--- config.mk ---
export PLATFORM = sky130hd
export DESIGN_NAME = sdram_cpu_port_flat
export DESIGN_NICKNAME = d
export VERILOG_FILES = /design/src/rtl/sdram_cpu_port_if.sv /design/src/rtl/sdram_cpu_port.sv /design/src/flat_wrapper.sv
export SDC_FILE = /design/constraint.sdc
export NUM_CORES = 1
export LEC_CHECK = 0
export CELL_PAD_IN_SITES_DETAIL_PLACEMENT = 1
export CELL_PAD_IN_SITES_GLOBAL_PLACEMENT = 1
export CORE_MARGIN = 3
export CORE_UTILIZATION = 44
export CTS_CLUSTER_DIAMETER = 80
export DETAILED_ROUTE_END_ITERATION = 8
export GPL_TIMING_DRIVEN = 0
export PLACE_DENSITY_LB_ADDON = 0.1
export SKIP_LAST_GASP = 1
export SLEW_MARGIN = 40
export SYNTH_ARGS = -nofsm -noshare
export SYNTH_HDL_FRONTEND = slang
export SYNTH_SLANG_ARGS = --single-unit
--- constraint.sdc ---
create_clock -name clk -period 5.6 [get_ports clk]
set_clock_uncertainty 0.2 [all_clocks]
set_input_delay 1.12 -clock clk [delete_from_list [all_inputs] [get_ports clk]]
set_output_delay 1.12 -clock clk [all_outputs]
set_load 0.005 [all_outputs]
--- src/rtl/sdram_cpu_port_if.sv ---
// rtl/sdram_cpu_port_if.sv - CPU strobe bus and sdram req/ack toggle port signals
interface sdram_cpu_port_if #(
    parameter int AW = 16
);
    logic          flush;
    logic          cpu_rd;
    logic          cpu_wr;
    logic [AW-1:0] cpu_addr;
    logic [7:0]    cpu_din;
    logic [7:0]    cpu_dout;
    logic          cpu_rdy;
    logic          cpu_wait;
    logic          sd_req;
    logic          sd_ack;
    logic          sd_wr;
    logic [23:0]   sd_addr;
    logic [15:0]   sd_din;
    logic [15:0]   sd_dout;
    logic [1:0]    sd_be;

    modport master (
        input  flush, cpu_rd, cpu_wr, cpu_addr, cpu_din, sd_ack, sd_dout,
        output cpu_dout, cpu_rdy, cpu_wait, sd_req, sd_wr, sd_addr, sd_din, sd_be
    );

    modport slave (
        output flush, cpu_rd, cpu_wr, cpu_addr, cpu_din, sd_ack, sd_dout,
        input  cpu_dout, cpu_rdy, cpu_wait, sd_req, sd_wr, sd_addr, sd_din, sd_be
    );
endinterface

--- src/rtl/sdram_cpu_port.sv ---
// rtl/sdram_cpu_port.sv - 8-bit CPU strobe bus to 16-bit sdram toggle port
// One-word read line buffer with write-through, plus a 1-deep posted-write slot.
module sdram_cpu_port #(
    parameter int          AW   = 16,
    parameter logic [23:0] BASE = 24'h000000
) (
    input  logic             clk,
    input  logic             reset,
    sdram_cpu_port_if.master bus
);
    typedef enum logic [1:0] {SYNC, IDLE, RD, WR} state_t;

    state_t        r_state;
    logic          r_sd_req;
    logic          r_sd_wr;
    logic [23:0]   r_sd_addr;
    logic [15:0]   r_sd_din;
    logic [1:0]    r_sd_be;
    logic [7:0]    r_cpu_dout;
    logic          r_cpu_rdy;
    logic          r_cpu_wait;
    logic [15:0]   r_line;
    logic [23:0]   r_tag;
    logic          r_valid;
    logic          r_nocache;
    logic          r_rd_hi;
    logic          r_pend;
    logic          r_pend_wr;
    logic          r_pend_rd;
    logic [AW-1:0] r_pend_addr;
    logic [7:0]    r_pend_din;

    logic          w_done;
    logic          w_cpu_wr;
    logic          w_cpu_rd;
    logic          w_s_wr;
    logic          w_s_rd;
    logic [AW-1:0] w_s_addr;
    logic [7:0]    w_s_din;
    logic [23:0]   w_s_waddr;
    logic          w_hit;
    logic [7:0]    w_hit_byte;

    assign w_done   = (bus.sd_ack == r_sd_req);
    assign w_cpu_wr = bus.cpu_wr & ~r_cpu_wait;
    assign w_cpu_rd = bus.cpu_rd & ~bus.cpu_wr & ~r_cpu_wait;

    // In IDLE a parked strobe from the slot takes the place of the CPU strobe
    assign w_s_wr     = r_pend ? r_pend_wr   : w_cpu_wr;
    assign w_s_rd     = r_pend ? r_pend_rd   : w_cpu_rd;
    assign w_s_addr   = r_pend ? r_pend_addr : bus.cpu_addr;
    assign w_s_din    = r_pend ? r_pend_din  : bus.cpu_din;
    assign w_s_waddr  = BASE + 24'(w_s_addr[AW-1:1]);
    assign w_hit      = r_valid && (r_tag == w_s_waddr);
    assign w_hit_byte = w_s_addr[0] ? r_line[15:8] : r_line[7:0];

    always_ff @(posedge clk or posedge reset) begin
        if (reset) begin
            r_state     <= SYNC;
            r_sd_req    <= 1'b0;
            r_sd_wr     <= 1'b0;
            r_sd_addr   <= 24'h0;
            r_sd_din    <= 16'h0;
            r_sd_be     <= 2'b00;
            r_cpu_dout  <= 8'h0;
            r_cpu_rdy   <= 1'b0;
            r_cpu_wait  <= 1'b1;
            r_line      <= 16'h0;
            r_tag       <= 24'h0;
            r_valid     <= 1'b0;
            r_nocache   <= 1'b0;
            r_rd_hi     <= 1'b0;
            r_pend      <= 1'b0;
            r_pend_wr   <= 1'b0;
            r_pend_rd   <= 1'b0;
            r_pend_addr <= '0;
            r_pend_din  <= 8'h0;
        end else begin
            r_cpu_rdy <= 1'b0;
            if (bus.flush) r_valid <= 1'b0;
            case (r_state)
                SYNC: begin
                    // Controller may not have been reset with us: adopt its toggle phase
                    r_sd_req   <= bus.sd_ack;
                    r_cpu_wait <= 1'b0;
                    r_state    <= IDLE;
                end
                IDLE: begin
                    if (w_s_wr) begin
                        r_sd_req   <= ~r_sd_req;
                        r_sd_wr    <= 1'b1;
                        r_sd_addr  <= w_s_waddr;
                        r_sd_din   <= {w_s_din, w_s_din};
                        r_sd_be    <= w_s_addr[0] ? 2'b10 : 2'b01;
                        if (w_hit) begin
                            if (w_s_addr[0]) r_line[15:8] <= w_s_din;
                            else             r_line[7:0]  <= w_s_din;
                        end
                        r_cpu_wait <= 1'b0;
                        r_pend     <= 1'b0;
                        r_state    <= WR;
                    end else if (w_s_rd) begin
                        r_pend <= 1'b0;
                        if (w_hit) begin
                            r_cpu_dout <= w_hit_byte;
                            r_cpu_rdy  <= 1'b1;
                            r_cpu_wait <= 1'b0;
                        end else begin
                            r_sd_req   <= ~r_sd_req;
                            r_sd_wr    <= 1'b0;
                            r_sd_addr  <= w_s_waddr;
                            r_sd_be    <= 2'b11;
                            r_rd_hi    <= w_s_addr[0];
                            r_nocache  <= bus.flush;
                            r_cpu_wait <= 1'b1;
                            r_state    <= RD;
                        end
                    end
                end
                RD: begin
                    if (w_done) begin
                        r_cpu_dout <= r_rd_hi ? bus.sd_dout[15:8] : bus.sd_dout[7:0];
                        r_cpu_rdy  <= 1'b1;
                        r_cpu_wait <= 1'b0;
                        r_state    <= IDLE;
                        // A flush anywhere in the fill window means the data may be stale
                        if (!(r_nocache || bus.flush)) begin
                            r_line  <= bus.sd_dout;
                            r_tag   <= r_sd_addr;
                            r_valid <= 1'b1;
                        end
                    end else if (bus.flush) begin
                        r_nocache <= 1'b1;
                    end
                end
                WR: begin
                    if (w_cpu_wr || w_cpu_rd) begin
                        r_pend      <= 1'b1;
                        r_pend_wr   <= w_cpu_wr;
                        r_pend_rd   <= w_cpu_rd;
                        r_pend_addr <= bus.cpu_addr;
                        r_pend_din  <= bus.cpu_din;
                        r_cpu_wait  <= 1'b1;
                    end
                    if (w_done) r_state <= IDLE;
                end
                default: r_state <= SYNC;
            endcase
        end
    end

    assign bus.sd_req   = r_sd_req;
    assign bus.sd_wr    = r_sd_wr;
    assign bus.sd_addr  = r_sd_addr;
    assign bus.sd_din   = r_sd_din;
    assign bus.sd_be    = r_sd_be;
    assign bus.cpu_dout = r_cpu_dout;
    assign bus.cpu_rdy  = r_cpu_rdy;
    assign bus.cpu_wait = r_cpu_wait;
endmodule

--- src/flat_wrapper.sv ---
// flat-port wrapper written by rule: the top's interface ports become plain ports
module sdram_cpu_port_flat 
#(
    parameter int          AW   = 16,
    parameter logic [23:0] BASE = 24'h000000
)
  (clk, reset, bus_flush, bus_cpu_rd, bus_cpu_wr, bus_cpu_addr, bus_cpu_din, bus_sd_ack, bus_sd_dout, bus_cpu_dout, bus_cpu_rdy, bus_cpu_wait, bus_sd_req, bus_sd_wr, bus_sd_addr, bus_sd_din, bus_sd_be);
  sdram_cpu_port_if #(.AW(AW)) bus_i ();
  input  logic clk;
  input  logic reset;
  input wire logic [$bits(bus_i.flush)-1:0] bus_flush;
  input wire logic [$bits(bus_i.cpu_rd)-1:0] bus_cpu_rd;
  input wire logic [$bits(bus_i.cpu_wr)-1:0] bus_cpu_wr;
  input wire logic [$bits(bus_i.cpu_addr)-1:0] bus_cpu_addr;
  input wire logic [$bits(bus_i.cpu_din)-1:0] bus_cpu_din;
  input wire logic [$bits(bus_i.sd_ack)-1:0] bus_sd_ack;
  input wire logic [$bits(bus_i.sd_dout)-1:0] bus_sd_dout;
  output wire logic [$bits(bus_i.cpu_dout)-1:0] bus_cpu_dout;
  output wire logic [$bits(bus_i.cpu_rdy)-1:0] bus_cpu_rdy;
  output wire logic [$bits(bus_i.cpu_wait)-1:0] bus_cpu_wait;
  output wire logic [$bits(bus_i.sd_req)-1:0] bus_sd_req;
  output wire logic [$bits(bus_i.sd_wr)-1:0] bus_sd_wr;
  output wire logic [$bits(bus_i.sd_addr)-1:0] bus_sd_addr;
  output wire logic [$bits(bus_i.sd_din)-1:0] bus_sd_din;
  output wire logic [$bits(bus_i.sd_be)-1:0] bus_sd_be;
  assign bus_i.flush = bus_flush;
  assign bus_i.cpu_rd = bus_cpu_rd;
  assign bus_i.cpu_wr = bus_cpu_wr;
  assign bus_i.cpu_addr = bus_cpu_addr;
  assign bus_i.cpu_din = bus_cpu_din;
  assign bus_i.sd_ack = bus_sd_ack;
  assign bus_i.sd_dout = bus_sd_dout;
  assign bus_cpu_dout = bus_i.cpu_dout;
  assign bus_cpu_rdy = bus_i.cpu_rdy;
  assign bus_cpu_wait = bus_i.cpu_wait;
  assign bus_sd_req = bus_i.sd_req;
  assign bus_sd_wr = bus_i.sd_wr;
  assign bus_sd_addr = bus_i.sd_addr;
  assign bus_sd_din = bus_i.sd_din;
  assign bus_sd_be = bus_i.sd_be;
  sdram_cpu_port #(.AW(AW), .BASE(BASE)) u_core (.clk(clk), .reset(reset), .bus(bus_i));
endmodule
==> impl_metrics.json <==
{
  "synthXorXnorAreaFrac_pct": 2.664,
  "critPathMaxFanout": 10,
  "first_pass_iters": 4,
  "numClockSinks": 100,
  "synth_edf_count": 0,
  "fin_ws_ns": 1.679,
  "port_buffers": 90,
  "coreArea_mm2": 0.01156,
  "synth.distinct_cells": 44,
  "cap_violations": 0,
  "yosysTopAreaCell": "dfrtp_1",
  "cts_buffer_depth": 2,
  "clock_latency_ns": 0.35,
  "tritoncts": "built",
  "antenna_cells": 0,
  "via_per_inst": 5.628,
  "synth_top_area_share_pct": 47.10,
  "grt_remaining_overflow": 0,
  "start_util_pct": 45.48,
  "cts_resized": 0,
  "min_path_type": "flip-flop to flip-flop",
  "grt_use_total_pct": 22.53,
  "slew_headroom_pct": 51.37,
  "setup-tns-final_ns": 0,
  "routed_wl_um": 14470,
  "synth-seq-cells": 100,
  "nets": 654,
  "fp.dieW_um": 115.3,
  "synth.area.top_cells": "dfrtp_1 (47%), mux2_2 (12%), mux2i_1 (6.5%)",
  "postCtsHoldBufs": 0,
  "min_period_over_period_pct": 70.02,
  "layout-drive-gt1-share_pct": 16.58,
  "power_leakage_nw": 2.918,
  "cts_buffers": 9,
  "synth_compound_area_share_pct": 12.49,
  "pin_count": 100,
  "rsz0062_at_grt": "false",
  "dp_slack_ns": 1.375,
  "synth_top_family_by_area": "multiplexers",
  "crit_required_ns": 5.60,
  "final_max_slew_viol_count": 0,
  "synth_commonest_cells": "dfrtp_1 (99), mux2_2 (55), mux2i_1 (34), a21oi_1 (31), nor2_1 (28)",
  "cts_root_buf": "clkbuf_16",
  "num_rows": 39,
  "area_delta_synth_final_pct": 27.69,
  "die_h_um": 115.3,
  "grt_pass1_wl_um": 23490,
  "post-cts-setup-buffers": 0,
  "hold_viol_final": 0,
  "worst_pin_slew_ns": 0.7269,
  "cts.clk_slew.worst_paths_ns": 0.07,
  "yosys.area_share.simple_pct": 11.27,
  "dieArea_mm2": 0.01330,
  "synth-async-reset-ratio_pct": 100.0,
  "syn_area_per_cell_um2": 10.65,
  "postRouteAntennaNets": 0,
  "vdd_drop_max_mv": 0.2578,
  "powerDensity_mw_per_mm2": 568.0,
  "fmax_mhz": 255.0,
  "min_period_ns": 3.921,
  "path_class": "input pin to flip-flop",
  "cts_max_level": 3,
  "synth_ff_type": "dfrtp_1",
  "routedWlPerCell_um": 19.24,
  "setup_violations": 0,
  "synth-seq-area-share_pct": 47.60,
  "report.power.total_mw": 3.815,
  "grt_pass1_vias": 4456,
  "gp_congestion": 0.8660,
  "synth_most_common_cell": "dfrtp_1",
  "grt_max_degree": 79,
  "vias": 4232,
  "arrival_ns": 3.92,
  "start_kind": "input pin",
  "synthAdderAreaFrac_pct": 0.9515,
  "synth.area.mux_share_pct": 18.24,
  "antenna_found_initial": 0,
  "status": "finished, final reports clean",
  "endpoint_kind": "flip-flop",
  "dp_hpwl_um": 10660,
  "drt-initial-drc-count": 235,
  "drc": 0,
  "synth.cell_area_mm2": 0.005260,
  "ys_warn_count": 0,
  "synthCells": 494
}
[registers in the layout, indices dropped and copies added, names as in the netlist, 2 cells and up]
name,count
u_core.bus.cpu_dout,8
u_core.bus.sd_addr,15
u_core.r_pend_addr,16
u_core.r_tag,15
u_core.r_line,16
u_core.r_state,2
u_core.bus.sd_be,2
u_core.r_pend_din,8
u_core.bus.sd_din,8
[through the flow]
step	hold slack [ns]	cells	cell area [um^2]	utilization, %
final	0.2874	752	6716	58.08
after global routing	0.3145	752	6716	58.08
after CTS	0.2912	752	6703	57.96
after detailed placement	0.2759	736	6405	55.38
after global placement	0.2685	735	6370	55.08
after floorplan	0.2664	502	5290	-
[cell families (layout without fill, tap and decap cells)]
kind of cell,count (synthesis),in the layout
AOI/OAI and AO/OA,94,94
xor gates and xnor gates,16,16
adders and majority gates,4,4
buffers and inverters,72,179
DFF,100,100
muxes,89,89
other,1,9
and+or+nand+nor,118,118
[area by class of cell]
| type | instances | area (um^2) |
|---|---|---|
| timing repair buffer | 91 | 928.4 |
| tap | 143 | 178.9 |
| clock buffer | 10 | 229.0 |
| sequential | 100 | 2504 |
| buffer | 46 | 256.5 |
| inverter | 26 | 105.1 |
| multi-input combinational | 330 | 2446 |
| fill | 1264 | 4848 |
| clock inverter | 6 | 68.82 |
[power breakdown]
group          leakage (nW)  switching [mW]  internal [mW]
Clock                 0.144           0.282          0.351
Sequential             1.19           0.225           1.06
Combinational          1.59           0.939          0.958
Total                  2.92            1.45           2.37
[critical path, stage by stage]
cell             delay [ns]
clkdlybuf4s50_1        0.42
mux2i_1                0.25
xnor2_1                0.16
nor4_1                 0.41
nand4_1                0.44
nand3_1                0.50
clkbuf_1               0.47
a22oi_1                0.13
[routing by layer]
layer  track usage (%)  share of wire [%]  vias up
met5                 0                  0        -
met4             5.086                1.6        0
met3             4.421                4.3       24
met2             36.23                 48      121
met1             31.72                 46     2126
li1                  -                  -     1961
[worst paths after layout]
path | start | slack [ns] | endpoint | cells after the start
worst max register to register | u_core.r_pend$_DFFE_PP0P_ | 2.17 | u_core.bus.sd_addr[3]$_DFFE_PP0P_ | 8
max in group asynchronous | reset | 3.67 | u_core.bus.sd_din[10]$_DFFE_PP0P_ | 3
worst max-delay path | bus_cpu_addr[2] | 1.68 | u_core.bus.sd_addr[3]$_DFFE_PP0P_ | 8
worst min-delay path | u_core.bus.sd_wr$_DFFE_PP0P_ | 0.29 | u_core.bus.sd_wr$_DFFE_PP0P_ | 1
worst min register to register | u_core.bus.sd_wr$_DFFE_PP0P_ | 0.29 | u_core.bus.sd_wr$_DFFE_PP0P_ | 1
min in group asynchronous | reset | 0.91 | u_core.r_line[5]$_DFFE_PP0P_ | 2
[layout by cell type, fill, tap and decap left out, types with 18 or more instances in the layout]
master,Yosys,layout
inv_1,26,25
mux2_2,55,55
clkdlybuf4s50_1,0,90
dfrtp_1,99,99
nand3_1,27,27
mux2i_1,34,34
a21oi_1,31,31
nor2_1,28,28
clkbuf_1,20,20
nand2_1,18,18
(Power assumes the default switching activity.)
